### config.mk
export PLATFORM = sky130hd
export DESIGN_NAME = mp_serial_adder
export DESIGN_NICKNAME = d
export VERILOG_FILES = /design/src/rtl/mp_serial_adder.sv
export SDC_FILE = /design/constraint.sdc
export NUM_CORES = 1
export LEC_CHECK = 0
export ABC_AREA = 1
export BUFFER_PORTS_ARGS = -buffer_cell sky130_fd_sc_hd__clkbuf_2
export CAP_MARGIN = 25
export CORE_UTILIZATION = 52
export CTS_CLUSTER_SIZE = 8
export DETAILED_ROUTE_END_ITERATION = 12
export PLACE_DENSITY = 0.78
export SLEW_MARGIN = 20
export SYNTH_ARGS = -nofsm -noshare
export SYNTH_HDL_FRONTEND = slang
export SYNTH_SLANG_ARGS = --single-unit
### constraint.sdc
create_clock -name clk -period 7.9 [get_ports clk]
set_clock_uncertainty 0.1 [all_clocks]
set_input_delay 1.185 -clock clk [delete_from_list [all_inputs] [get_ports clk]]
set_output_delay 1.185 -clock clk [all_outputs]
set_load 0.05 [all_outputs]
### src/rtl/mp_serial_adder.sv
// ---------------------------------------------------------------------------
// mp_serial_adder
//
// Multi-precision operand sequencer. Adds two OP_W-bit operands over NCHUNK
// cycles using a single CHUNK_W-bit adder slice, with the carry registered
// between chunks. Valid/ready handshakes on both the operand and the result
// side. Trades latency for area when OP_W is wider than one adder instance.
//
// Optional feature macro: MPADD_SUB_EN
//   defined   -> in_sub port present; subtraction computed as A + ~B + ~cin
//   undefined -> add-only build, no in_sub port and no inverter logic
//
// Ports:
//   clk        in   1      clock, all state on rising edge
//   rst_n      in   1      synchronous active-low reset
//   in_valid   in   1      operand set valid
//   in_ready   out  1      high only while idle
//   in_a       in   OP_W   operand A
//   in_b       in   OP_W   operand B
//   in_cin     in   1      carry-in (borrow-in when subtracting)
//   in_sub     in   1      subtract select (MPADD_SUB_EN builds only)
//   out_valid  out  1      result valid, held until accepted
//   out_ready  in   1      downstream accepts result
//   out_sum    out  OP_W   result
//   out_cout   out  1      carry-out of the most significant chunk
// ---------------------------------------------------------------------------
module mp_serial_adder #(
    parameter int OP_W    = 64,
    parameter int CHUNK_W = 16
) (
    input  logic            clk,
    input  logic            rst_n,
    input  logic            in_valid,
    output logic            in_ready,
    input  logic [OP_W-1:0] in_a,
    input  logic [OP_W-1:0] in_b,
    input  logic            in_cin,
`ifdef MPADD_SUB_EN
    input  logic            in_sub,
`endif
    output logic            out_valid,
    input  logic            out_ready,
    output logic [OP_W-1:0] out_sum,
    output logic            out_cout
);

    localparam int NCHUNK = OP_W / CHUNK_W;
    localparam int IDX_W  = (NCHUNK > 1) ? $clog2(NCHUNK) : 1;

    // Operand width must split evenly into adder slices.
    generate
        if ((CHUNK_W < 1) || ((OP_W % CHUNK_W) != 0)) begin : g_badWidth
            $error("mp_serial_adder: OP_W must be an integer multiple of CHUNK_W");
        end
    endgenerate

    typedef enum logic [1:0] {
        IDLE = 2'd0,
        RUN  = 2'd1,
        DONE = 2'd2
    } state_t;

    state_t             r_state;
    state_t             w_nextState;
    logic [OP_W-1:0]    r_a;
    logic [OP_W-1:0]    r_b;
    logic [OP_W-1:0]    r_sum;
    logic [OP_W-1:0]    r_outSum;
    logic               r_carry;
    logic               r_cout;
    logic [IDX_W-1:0]   r_idx;

    logic [31:0]        w_base;
    logic [CHUNK_W:0]   w_chunkSum;
    logic [OP_W-1:0]    w_nextSum;
    logic               w_lastChunk;
    logic [OP_W-1:0]    w_latchB;
    logic               w_latchCarry;

    // Subtraction folds into the same adder: B is stored inverted and the
    // carry-in inverted, so A + ~B + ~cin = A - B - cin modulo 2^OP_W.
`ifdef MPADD_SUB_EN
    assign w_latchB     = in_sub ? ~in_b : in_b;
    assign w_latchCarry = in_sub ^ in_cin;
`else
    assign w_latchB     = in_b;
    assign w_latchCarry = in_cin;
`endif

    // Bit offset of the chunk being processed this cycle.
    assign w_base      = 32'(r_idx) * 32'(CHUNK_W);
    assign w_lastChunk = (r_idx == IDX_W'(NCHUNK - 1));

    // One slice of addition: the extra top bit is the chunk carry-out.
    assign w_chunkSum = {1'b0, r_a[w_base +: CHUNK_W]}
                      + {1'b0, r_b[w_base +: CHUNK_W]}
                      + {{CHUNK_W{1'b0}}, r_carry};

    // Working sum with the current chunk merged in; on the last chunk this
    // is the complete result handed to the output register.
    always_comb begin
        w_nextSum = r_sum;
        w_nextSum[w_base +: CHUNK_W] = w_chunkSum[CHUNK_W-1:0];
    end

    // State register.
    always_ff @(posedge clk) begin
        if (!rst_n) begin
            r_state <= IDLE;
        end else begin
            r_state <= w_nextState;
        end
    end

    // Next-state logic: accept only in IDLE, run NCHUNK slices, then hold
    // the result until downstream takes it.
    always_comb begin
        w_nextState = r_state;
        unique case (r_state)
            IDLE:    if (in_valid)    w_nextState = RUN;
            RUN:     if (w_lastChunk) w_nextState = DONE;
            DONE:    if (out_ready)   w_nextState = IDLE;
            default:                  w_nextState = IDLE;
        endcase
    end

    // Handshake outputs decode straight from state.
    always_comb begin
        in_ready  = (r_state == IDLE);
        out_valid = (r_state == DONE);
    end

    // Datapath. The visible result lives in a separate register so it keeps
    // the previous answer until the final chunk of the next op is produced.
    always_ff @(posedge clk) begin
        if (!rst_n) begin
            r_a      <= '0;
            r_b      <= '0;
            r_sum    <= '0;
            r_outSum <= '0;
            r_carry  <= 1'b0;
            r_cout   <= 1'b0;
            r_idx    <= '0;
        end else begin
            unique case (r_state)
                IDLE: begin
                    if (in_valid) begin
                        r_a     <= in_a;
                        r_b     <= w_latchB;
                        r_carry <= w_latchCarry;
                        r_idx   <= '0;
                    end
                end
                RUN: begin
                    r_sum   <= w_nextSum;
                    r_carry <= w_chunkSum[CHUNK_W];
                    if (w_lastChunk) begin
                        r_outSum <= w_nextSum;
                        r_cout   <= w_chunkSum[CHUNK_W];
                    end else begin
                        r_idx <= r_idx + 1'b1;
                    end
                end
                DONE: begin
                    if (out_ready) begin
                        r_idx   <= '0;
                        r_carry <= 1'b0;
                    end
                end
                default: begin
                    r_idx   <= '0;
                    r_carry <= 1'b0;
                end
            endcase
        end
    end

    assign out_sum  = r_outSum;
    assign out_cout = r_cout;

endmodule

# After elaboration in Yosys (flattened, before gate mapping)
# Cells that the tools add are included.
# Widths: inputs -> output; s select.
[word_totals]
ff_bits = 262
latch_bits = 0
ramBits = 0
romBits = 0
input_bits = 133
output_inout_bits = 67
word_cells = 40
n_memories = 0
[classes]
add_sub_neg = 4
n_mul = 0
div = 0
order_cmp = 0
eq_ne = 7
n_shift = 4
mux = 11
bitwise = 0
n_reduce_logical = 6
[ops]
columns = ["cell", "n"]
rows = [
  ["$shiftx 64x7->16", 2],
  ["$bwmux 64", 1],
  ["$shift 16x34->64 const A", 1],
  ["$shiftx 16x34->64", 1],
  ["$neg 6->34", 1],
  ["$add 16x16->17", 1],
  ["$add 17x1->17", 1],
  ["$pmux 2 s3", 2],
  ["$mux 2", 5],
  ["$ne 2x2->1 const B", 3],
  ["$reduce_and 2->1", 3],
  ["$reduce_and 3->1", 2],
  ["$eq 2x2->1 const B", 2],
  ["$pmux 1 s3", 1],
  ["$add 2x1->2 const B", 1],
  ["$eq 2x1->1 const B", 1],
  ["$logic_not 2->1", 1],
  ["$mux 1", 2],
  ["$ne 2x1->1 const B", 1],
]

# Logic depth before layout (Yosys ltp)
# Gate-level depths: netlist (run 1).
[logic_depth]
word_depth = 5
depth_mapped = 19
depth_no_buf = 17

# Worst setup path before layout (run 1)
# Ideal clock, no wire load.
[synth_path]
path_type = "register -> register"
startpoint = "register r_idx[0]"
endpoint = "register r_sum[10]"
setup_time_ps = 115
t_arrival_ps = 2688
required_ps = 7685
slack_ps = 4996
stages_incl_launch_ff = 20
path_buffers = 3
synth_period_minus_slack_ps = 2904
cell_sequence = "dfxtp_1 buf_2 buf_2 buf_2 o21ai_0 o22ai_1 fa_1 fa_1 nand2_1 nand3_1 nand3_1 nand2_1 nand2_1 nand2_1 nand2_1 nand2_1 nand2_1 o21ai_1 o21ai_0 inv_1"
[synth_between]
elab_chain_cells = 5
elab_cells_between_ends = 8
cone_classes = "add/sub: 3; shift: 4; mux: 1"
[synth_lines]
columns = ["item", "line_no", "text"]
rows = [
  ["from (decl)", "71", "logic [IDX_W-1:0] r_idx;"],
  ["from (signal assigned)", "161", "r_idx <= r_idx + 1'b1;"],
  ["$shiftx 64x7->16 (on tied branches)", "95, 96", ""],
  ["$add 16x16->17", "96", "+ {1'b0, r_b[w_base +: CHUNK_W]}"],
  ["$add 17x1->17", "97", "+ {{CHUNK_W{1'b0}}, r_carry};"],
  ["$shiftx 16x34->64", "103", "w_nextSum[w_base +: CHUNK_W] = w_chunkSum[CHUNK_W-1:0];"],
  ["$bwmux 64 (*)", "103", ""],
  ["to (signal assigned)", "155", "r_sum <= w_nextSum;"],
  ["to (decl)", "67", "logic [OP_W-1:0] r_sum;"],
]
# Mark *: on every way between the ends. The rest lies on a longest branch, timed or not.
# A chain may end at the register's enable or synchronous reset.

# Worst setup path after layout (run 1)
[layout_path]
startpoint = "register r_idx[0]"
endpoint = "register r_outSum[56] (netlist: out_sum[56])"
[layout_between]
elab_chain_cells = 5
elab_cells_between_ends = 10
cone_classes = "add/sub: 3; eq/ne: 1; shift: 4; mux: 1; reduce/logical: 1"
[layout_lines]
columns = ["item", "line_no", "text"]
rows = [
  ["$shiftx 64x7->16 (on tied branches)", "95, 96", ""],
  ["$add 16x16->17", "96", ""],
  ["$add 17x1->17", "97", ""],
  ["$shiftx 16x34->64", "103", ""],
  ["$bwmux 64", "103", ""],
  ["to (signal assigned)", "158", "r_outSum <= w_nextSum;"],
  ["to (decl)", "68", "logic [OP_W-1:0] r_outSum;"],
]
# Several ways; a longest one is shown, not always the timed one.

==> impl_metrics.json, run 1 <==
{
  "ir_drop_v": 0.000135,
  "rrSetupSlack_ns": 4.07,
  "power_density_nw_per_um2": 263,
  "cp_cell_sequence": "buf_4, o21ai_0, o22ai_1, fa_1, fa_1, nand3_1, nand3_2, nand2_1, nand2_1, xor2_1, nand2_1, nor2_2, nand2_1, nand3_1, nand2_1, inv_1",
  "htreeDepth": 2,
  "start_kind": "flip-flop",
  "drv_slew": 0,
  "required_ns": 8.25,
  "fillers": 2181,
  "grtUsageTotal": 0.282,
  "dieArea_um2": 24800,
  "netlist_instances": 1797,
  "holdWs_ns": 0.407,
  "overflow": 0,
  "clk_path_buf_depth": 3,
  "antenna_found_initial": 0,
  "grt_pass1_wl_um": 55800,
  "post-route-util": 0.611,
  "globalplace.congestion": 0.904,
  "cts_resized": 0,
  "yosysSeqAreaShare": 0.417,
  "status": "completed",
  "slew_headroom": 0.332,
  "grt_pass1_vias": 10910,
  "slowest_delay_ns": 0.70,
  "std_cell_rows": 56,
  "port_buffers": 199,
  "start_util": 0.532,
  "io_pins": 200,
  "tightest_slew_ns": 1.00,
  "dpl.cell_count": 2209,
  "min-delay-path-class": "reg2reg",
  "numClockSinks": 262,
  "final_cells": 2251,
  "fin_crit_sh": 0.484,
  "dieWidth_um": 157,
  "drcViolationCount": 0,
  "ys_warn_count": 0,
  "vias": 12166,
  "path_class": "reg2reg",
  "synthesis.nets": 1953,
  "cpMaxStageDelayCell": "buf_4",
  "drive_gt1_frac": 0.148,
  "grt_max_degree": 130,
  "drtIter0Drc": 1080,
  "wl_per_cell_um": 15.6,
  "num_antenna_cells": 0,
  "ys_seq_elements": 262,
  "finalPower_mw": 3.80,
  "period_needed_ns": 3.83,
  "cap_viol_max_count": 0,
  "dp_hpwl_um": 22900,
  "ys.flop_type": "dfxtp_1",
  "via_per_inst": 5.40,
  "synth_cell_types": 39,
  "crit_path_frequent_cell": "nand2_1",
  "antenna_left": 0,
  "hold_violations": 0,
  "dr.pass1.iters": 7,
  "insertion_delay_ns": 0.51,
  "coreArea_um2": 23600,
  "clockRootBuffer": "clkbuf_16",
  "syn_to_final_growth_pct": 14.7,
  "cts_setup_buffers": 0,
  "arrival_ns": 4.18,
  "path_max_fanout": 90,
  "crit_family": "simple AND/OR/NAND/NOR gates",
  "power.leakage_nw": 7.29,
  "synthArstFlopShare": 0,
  "die_y_um": 157,
  "netlist_area_um2": 12600,
  "routed_wl_um": 35000,
  "numCtsBuffers": 38,
  "synth_edf_count": 0,
  "cts_tree": "done",
  "cts_hold_buffers": 0,
  "clk_pin_slew_ns": 0.05,
  "path_buf_inv": 2,
  "end_kind": "flip-flop",
  "setup_viol": 0,
  "syn_area_per_cell_um2": 7.00,
  "max_freq_ghz": 0.261,
  "final_nets": 2087,
  "grt_setup_unrepaired": "no",
  "setup-tns-final_ns": 0
}
==> cells in the final DEF (no fill, tap or decap), types with 6 or more instances in the layout <==
| cell | count |
|---|---|
| nor2_1 | 388 |
| clkbuf_16 | 39 |
| nand4_1 | 17 |
| o22ai_1 | 43 |
| o211ai_1 | 10 |
| xor2_1 | 6 |
| clkbuf_2 | 198 |
| o21ai_0 | 263 |
| nand2_1 | 198 |
| a21oi_1 | 51 |
| nand2_2 | 7 |
| dfxtp_1 | 261 |
| inv_1 | 219 |
| ha_1 | 21 |
| buf_4 | 11 |
| nand3_1 | 79 |
| o21ai_1 | 15 |
| o21a_1 | 33 |
| o21bai_1 | 33 |
==> area by class of cell <==
| cell class | count | area [um2] | area share |
|---|---|---|---|
| Multi-Input combinational cell | 1192 | 5810 | 0.403 |
| Sequential cell | 262 | 5250 | 0.364 |
| Timing Repair Buffer | 211 | 1110 | 0.0772 |
| Clock buffer | 40 | 990 | 0.0687 |
| Inverter | 226 | 851 | 0.0590 |
| Tap cell | 319 | 399 | 0.0277 |
| Clock inverter | 1 | 8.76 | 0.000608 |
==> metal layers <==
| metal | GRT usage | vias to the layer above | share of wire |
|---|---|---|---|
| li1 | - | 6004 | - |
| met1 | 0.388 | 5574 | 0.44 |
| met3 | 0.0407 | 85 | 0.075 |
| met4 | 0.104 | 0 | 0.033 |
| met2 | 0.446 | 503 | 0.45 |
| met5 | 0 | - | 0 |
==> registers in the layout, indices dropped and copies added (netlist names) <==
| register | count |
|---|---|
| r_sum | 64 |
| r_a | 64 |
| out_sum | 64 |
| r_carry | 1 |
| r_state | 2 |
| r_b | 64 |
| out_cout | 1 |
| r_idx | 2 |
==> synth_stat cells, types with 15 or more instances <==
cell type,number,area (um2)
nor2_1,388,1460
o21a_1,33,248
ha_1,21,263
dfxtp_1,262,5250
nand3_1,79,395
o21ai_1,15,75.1
o22ai_1,43,269
a21oi_1,51,255
inv_1,219,822
nand4_1,17,106
buf_2,18,90.1
o21bai_1,33,248
clkbuf_1,51,191
o21ai_0,263,1320
nand2_1,198,743
==> path summary, 6_finish.rpt <==
kind                    startpoint                  endpoint  cells past startpoint
min reg2reg   r_b[45]$_SDFFE_PN0P_      r_b[45]$_SDFFE_PN0P_                      2
min           r_b[45]$_SDFFE_PN0P_      r_b[45]$_SDFFE_PN0P_                      2
max reg2reg  r_idx[0]$_SDFFE_PN0P_  out_sum[56]$_SDFFE_PN0P_                     16
max          r_idx[0]$_SDFFE_PN0P_  out_sum[56]$_SDFFE_PN0P_                     16
==> cell families (layout without fill, tap and decap cells) <==
kind of cell | after synthesis | after routing | share of synthesized area
simple gates | 708 | 708 | 0.230
compound gates | 454 | 454 | 0.202
buf+inv | 343 | 478 | 0.121
flops | 262 | 262 | 0.417
fa+ha+maj | 23 | 23 | 0.0241
xor+xnor | 7 | 7 | 0.00547
==> where the power goes <==
part	internal, mW	total, mW	switching [mW]
Sequential	1.44	1.50	0.0548
Combinational	0.262	0.883	0.621
Clock	0.872	1.42	0.545
Total	2.58	3.80	1.22
==> worst reg2reg max path: cells and delay by family (launching register included) <==
kind	cells	cell delay (ns)
and+or+nand+nor	9	1.08
buffers and inverters	2	0.74
AOI/OAI and AO/OA	2	0.61
adders and majority gates	2	0.55
xor gates and xnor gates	1	0.36
DFF	1	0.32
==> per-stage QoR <==
stage / worst slack (ns) / area, um2
2_1_floorplan: 5.00 / 12600
3_3_place_gp: 4.10 / 13400
3_5_place_dp: 4.04 / 13400
4_1_cts: 4.18 / 14400
5_1_grt: 3.92 / 14400
6_report: 4.07 / 14400
Power figures use the tool's default switching activity.
==> inputs of run 2 (changes only) <==
PLACE_DENSITY = 0.81   (was 0.78)
clock period = 3.1 ns   (was 7.9 ns; I/O delays follow)
==> run 2 against run 1 <==
Against the previous run:
- routed wire length up 1.9%
- largest cell class unchanged
- first-iteration DRC count decreased by 5.7%
- utilization grew 1.5 points
- combinational power grew to 2.7 times the previous value
- sequential power grew to 2.5 times the previous value
==> impl_metrics.json, run 2 (synthesized netlist as in run 1, its figures left out) <==
{
  "power_density_nw_per_um2": 665,
  "cts_setup_buffers": 0,
  "grt_pass1_vias": 11505,
  "syn_to_final_growth_pct": 17.5,
  "end_kind": "flip-flop",
  "ff2ff_path_depth": 16,
  "required_ns": 3.46,
  "path_max_fanout": 26,
  "crit_end": "r_sum[38]$_SDFFE_PN0P_",
  "numClockSinks": 262,
  "grt_pass1_wl_um": 57000,
  "clk_pin_slew_ns": 0.05,
  "cap_viol_max_count": 0,
  "rrSetupSlack_ns": 0.11,
  "std_cell_rows": 56,
  "setup_viol": 0,
  "num_antenna_cells": 0,
  "period_needed_ns": 2.99,
  "ir_drop_v": 0.000377,
  "globalplace.congestion": 0.920,
  "vias": 12317,
  "port_buffers": 199,
  "mostFrequentLayoutCells": "nor2_1 (387), dfxtp_1 (261), o21ai_0 (258)",
  "min-delay-path-class": "in2reg",
  "coreArea_um2": 23600,
  "slew_headroom": 0.499,
  "start_kind": "flip-flop",
  "via_per_inst": 5.40,
  "insertion_delay_ns": 0.51,
  "overflow": 0,
  "pre_cts_ws_ns": 0.0715,
  "cts_tree": "done",
  "power.leakage_nw": 7.47,
  "cp-startpoint": "r_idx[0]$_SDFFE_PN0P_",
  "wl_per_cell_um": 15.6,
  "antenna_found_initial": 0,
  "drcViolationCount": 0,
  "grt_max_degree": 129,
  "final_nets": 2117,
  "tightest_slew_ns": 0.751,
  "dr.pass1.iters": 6,
  "dieArea_um2": 24800,
  "die_y_um": 157,
  "clk_path_buf_depth": 3,
  "holdWs_ns": 0.0824,
  "path_class": "reg2reg",
  "rr_endpoint": "r_sum[38]$_SDFFE_PN0P_",
  "layout_commonest_cell": "nor2_1",
  "status": "completed",
  "hold_violations": 0,
  "drv_slew": 0,
  "setup-tns-final_ns": 0,
  "start_util": 0.532,
  "clockRootBuffer": "clkbuf_16",
  "arrival_ns": 3.35,
  "io_pins": 200,
  "drtIter0Drc": 1018,
  "max_freq_ghz": 0.334,
  "grtUsageTotal": 0.290,
  "routed_wl_um": 35700,
  "drive_gt1_frac": 0.166,
  "dieWidth_um": 157,
  "dp_hpwl_um": 23900,
  "numCtsBuffers": 38,
  "grt_setup_unrepaired": "yes",
  "htreeDepth": 2,
  "antenna_left": 0,
  "setup_ws_ns": 0.107,
  "fin_crit_sh": 0.965,
  "reg2reg_from": "r_idx[0]$_SDFFE_PN0P_"
}
[run 2: worst max-delay path, cell delays in order (launching register included)]
cell and delay, ns:
dfxtp_4 0.37, buf_12 0.16, buf_12 0.16, o21ai_0 0.29, o22ai_1 0.16, ha_1 0.34
buf_4 0.16, nand2_1 0.10, inv_1 0.05, nand3_1 0.07, nand2_1 0.11, xor2_1 0.29
and2_1 0.26, nand2_1 0.11, nand3_1 0.09, nand2_1 0.07, inv_1 0.05
[run 2: where the power goes]
group	internal [mW]	switching, mW	total, mW	leakage (nW)
logic	0.810	1.60	2.41	4.82
clock network	2.20	1.39	3.59	0.487
registers	3.68	0.148	3.82	2.16
total	6.69	3.13	9.82	7.47
[run 2: area by class of cell]
type                            instances  area, um2
Timing Repair Buffer                  241       1430
Inverter                              226        851
Fill cell                            2143       8840
Sequential cell                       262       5250
Multi-Input combinational cell       1192       5860
Clock inverter                          1       8.76
Tap cell                              319        399
Clock buffer                           41        983
[run 2: routing by layer]
metal,up-vias,global-route usage,part of all wire
li1,6073,-,-
met1,5614,0.393,0.44
met2,543,0.457,0.44
met3,87,0.0570,0.087
met4,0,0.103,0.028
met5,-,0,0
[run 2: repair_timing]
item                       CTS  global route
resized for setup            0            18
hold buffers                 0             0
setup endpoints to repair    0            71
[run 2: worst min-delay path by stage]
| stage | depth (start not counted) | start | slack, ns | to |
|---|---|---|---|---|
| after detailed placement | 2 | r_a[17]$_SDFFE_PN0P_ | 0.39 | r_a[17]$_SDFFE_PN0P_ |
| after global placement | 2 | r_a[35]$_SDFFE_PN0P_ | 0.39 | r_a[35]$_SDFFE_PN0P_ |
| after floorplan | 2 | r_b[61]$_SDFFE_PN0P_ | 0.36 | r_b[61]$_SDFFE_PN0P_ |
| final | 3 | in_b[26] | 0.08 | r_b[26]$_SDFFE_PN0P_ |
| after CTS | 3 | in_b[26] | 0.08 | r_b[26]$_SDFFE_PN0P_ |
| after global routing | 3 | in_a[58] | 0.09 | r_a[58]$_SDFFE_PN0P_ |
[run 2: stage by stage]
step | instance area [um2] | power (mW) | std cells | utilization
6_report | 14800 | 9.82 | 2282 | 0.626
5_1_grt | 14800 | 10.3 | 2282 | 0.626
4_1_cts | 14700 | 9.77 | 2281 | 0.622
3_5_place_dp | 13700 | 6.18 | 2239 | 0.580
3_3_place_gp | 13700 | 6.13 | 2239 | 0.580
2_1_floorplan | 12600 | 5.42 | 1797 | -
==> inputs of run 3 (changes only) <==
CELL_PAD_IN_SITES_DETAIL_PLACEMENT = 1   (was unset)
CELL_PAD_IN_SITES_GLOBAL_PLACEMENT = 2   (was unset)
CORE_ASPECT_RATIO = 1.2   (was unset)
CORE_UTILIZATION = 29   (was 52)
RECOVER_POWER = 50   (was unset)
==> run 3 against run 2 <==
Against the previous run:
- die area grew 78%
- combinational power rose by 15%
- fmax increased by 1.5%
- worst hold slack got worse by 0.019 ns
- total power grew 5.8%
- global-route usage shrank 8.8 points
==> impl_metrics.json, run 3 (synthesized netlist as in run 1, its figures left out) <==
{
  "status": "completed",
  "max_freq_ghz": 0.339,
  "insertion_delay_ns": 0.53,
  "grt_pass1_vias": 12839,
  "layout_commonest_cell": "nor2_1",
  "numClockSinks": 262,
  "multi_input_area_um2": 5880,
  "grt_setup_unrepaired": "yes",
  "io_pins": 200,
  "power.leakage_nw": 7.47,
  "overflow": 0,
  "holdWs_ns": 0.0633,
  "antenna_found_initial": 0,
  "std_cell_rows": 83,
  "fin_crit_sh": 0.951,
  "fillers": 5473,
  "setup-tns-final_ns": 0,
  "period_needed_ns": 2.95,
  "vias": 12436,
  "tightest_slew_ns": 1.25,
  "cts_hold_buffers": 0,
  "drtIter0Drc": 484,
  "arrival_ns": 3.26,
  "cts_setup_buffers": 0,
  "design_area_um2": 15400,
  "grt_pass1_wl_um": 69900,
  "die_y_um": 230,
  "drive_gt1_frac": 0.152,
  "ir_drop_v": 0.000395,
  "start_kind": "flip-flop",
  "numCtsBuffers": 39,
  "slew_headroom": 0.164,
  "setup_viol": 0,
  "dp_hpwl_um": 31600,
  "dieWidth_um": 192,
  "power_density_nw_per_um2": 676,
  "dieArea_um2": 44200,
  "drcViolationCount": 0,
  "syn_to_final_growth_pct": 22.3,
  "clk_path_buf_depth": 3,
  "start_util": 0.294,
  "min-delay-path-class": "in2reg",
  "cts_tree": "done",
  "clockRootBuffer": "clkbuf_16",
  "antenna_left": 0,
  "via_per_inst": 4.86,
  "port_buffers": 199,
  "final_nets": 2157,
  "wl_per_cell_um": 17.4,
  "path_class": "reg2reg",
  "dr.pass1.iters": 4,
  "num_antenna_cells": 0,
  "coreArea_um2": 42800,
  "grtUsageTotal": 0.202,
  "placed_area_um2": 14300,
  "mostFrequentLayoutCells": "nor2_1 (388), o21ai_0 (260), dfxtp_1 (260)",
  "drv_slew": 0,
  "routed_wl_um": 44500,
  "cap_viol_max_count": 0,
  "clk_pin_slew_ns": 0.05,
  "hold_violations": 0,
  "end_kind": "flip-flop",
  "path_max_fanout": 27,
  "htreeDepth": 2,
  "globalplace.congestion": 0.810,
  "required_ns": 3.41,
  "grt_max_degree": 129,
  "regArea_um2": 5250
}
-- run 3: cell count changes in the layout (fill, tap and decap cells not counted), moves of 2 or more --
cell and delta:
o21ai_0 +2, clkbuf_1 +68, nand2_1 -2, clkbuf_2 -67, o21ai_1 -2, buf_12 +3, inv_6 +2, buf_4 +37
nand2_4 +2
-- run 3: final timing paths --
check                         from                      to  slack [ns]  depth (start not counted)
max reg2reg  r_idx[0]$_SDFFE_PN0P_  r_sum[14]$_SDFFE_PN0P_        0.15                         17
max          r_idx[0]$_SDFFE_PN0P_  r_sum[14]$_SDFFE_PN0P_        0.15                         17
min                       in_b[23]    r_b[23]$_SDFFE_PN0P_        0.06                          3
min reg2reg   r_a[40]$_SDFFE_PN0P_    r_a[40]$_SDFFE_PN0P_        0.41                          2
-- run 3: power breakdown --
group | internal [mW] | leakage (nW) | switching (mW)
Clock | 2.32 | 0.516 | 1.50
Sequential | 3.67 | 2.16 | 0.142
Combinational | 0.995 | 4.80 | 1.77
Total | 6.98 | 7.47 | 3.41
-- run 3: metrics by stage --
step | util | instances | power [mW] | worst slack (ns)
floorplan | - | 1797 | 5.42 | 0.196
finish | 0.359 | 2559 | 10.4 | 0.150
CTS | 0.360 | 2559 | 10.5 | 0.0156
global route | 0.359 | 2559 | 11.0 | -0.00780
detailed placement | 0.335 | 2512 | 6.59 | -0.0178
global placement | 0.335 | 2512 | 6.51 | 0.0953
-- run 3: timing repair --
item | in CTS | in global routing
gates resized for setup | 2 | 27
endpoints found under the setup margin | 5 | 80
pin swaps | 0 | 2
hold endpoints to repair | 0 | 0
-- run 3: cell type report --
| class | instances | area share |
|---|---|---|
| timing repair buffer | 280 | 0.107 |
| multi-input combinational | 1192 | 0.383 |
| sequential | 262 | 0.342 |
| tap | 552 | 0.0449 |
| clock buffer | 42 | 0.0642 |
| clock inverter | 5 | 0.00399 |
| inverter | 226 | 0.0554 |
-- run 3: worst max-delay path, stage by stage, from the launching register on --
cell     delay, ns
dfxtp_4       0.37
buf_12        0.18
buf_4         0.20
nor2_1        0.07
o22ai_1       0.30
ha_1          0.32
buf_4         0.15
or2_0         0.19
nand3_1       0.08
nand2_1       0.10
nand2_1       0.10
nand2_1       0.05
nand2_1       0.08
nand2_2       0.13
nand2_1       0.11
o21ai_2       0.06
o21ai_1       0.15
inv_1         0.07
-- run 3: metal layers --
layer / vias to the layer above / share of wire / global-route usage
li1: 6161 / - / -
met1: 5929 / 0.44 / 0.250
met2: 260 / 0.49 / 0.347
met3: 86 / 0.037 / 0.0279
met4: 0 / 0.037 / 0.0832
met5: - / 0 / 0
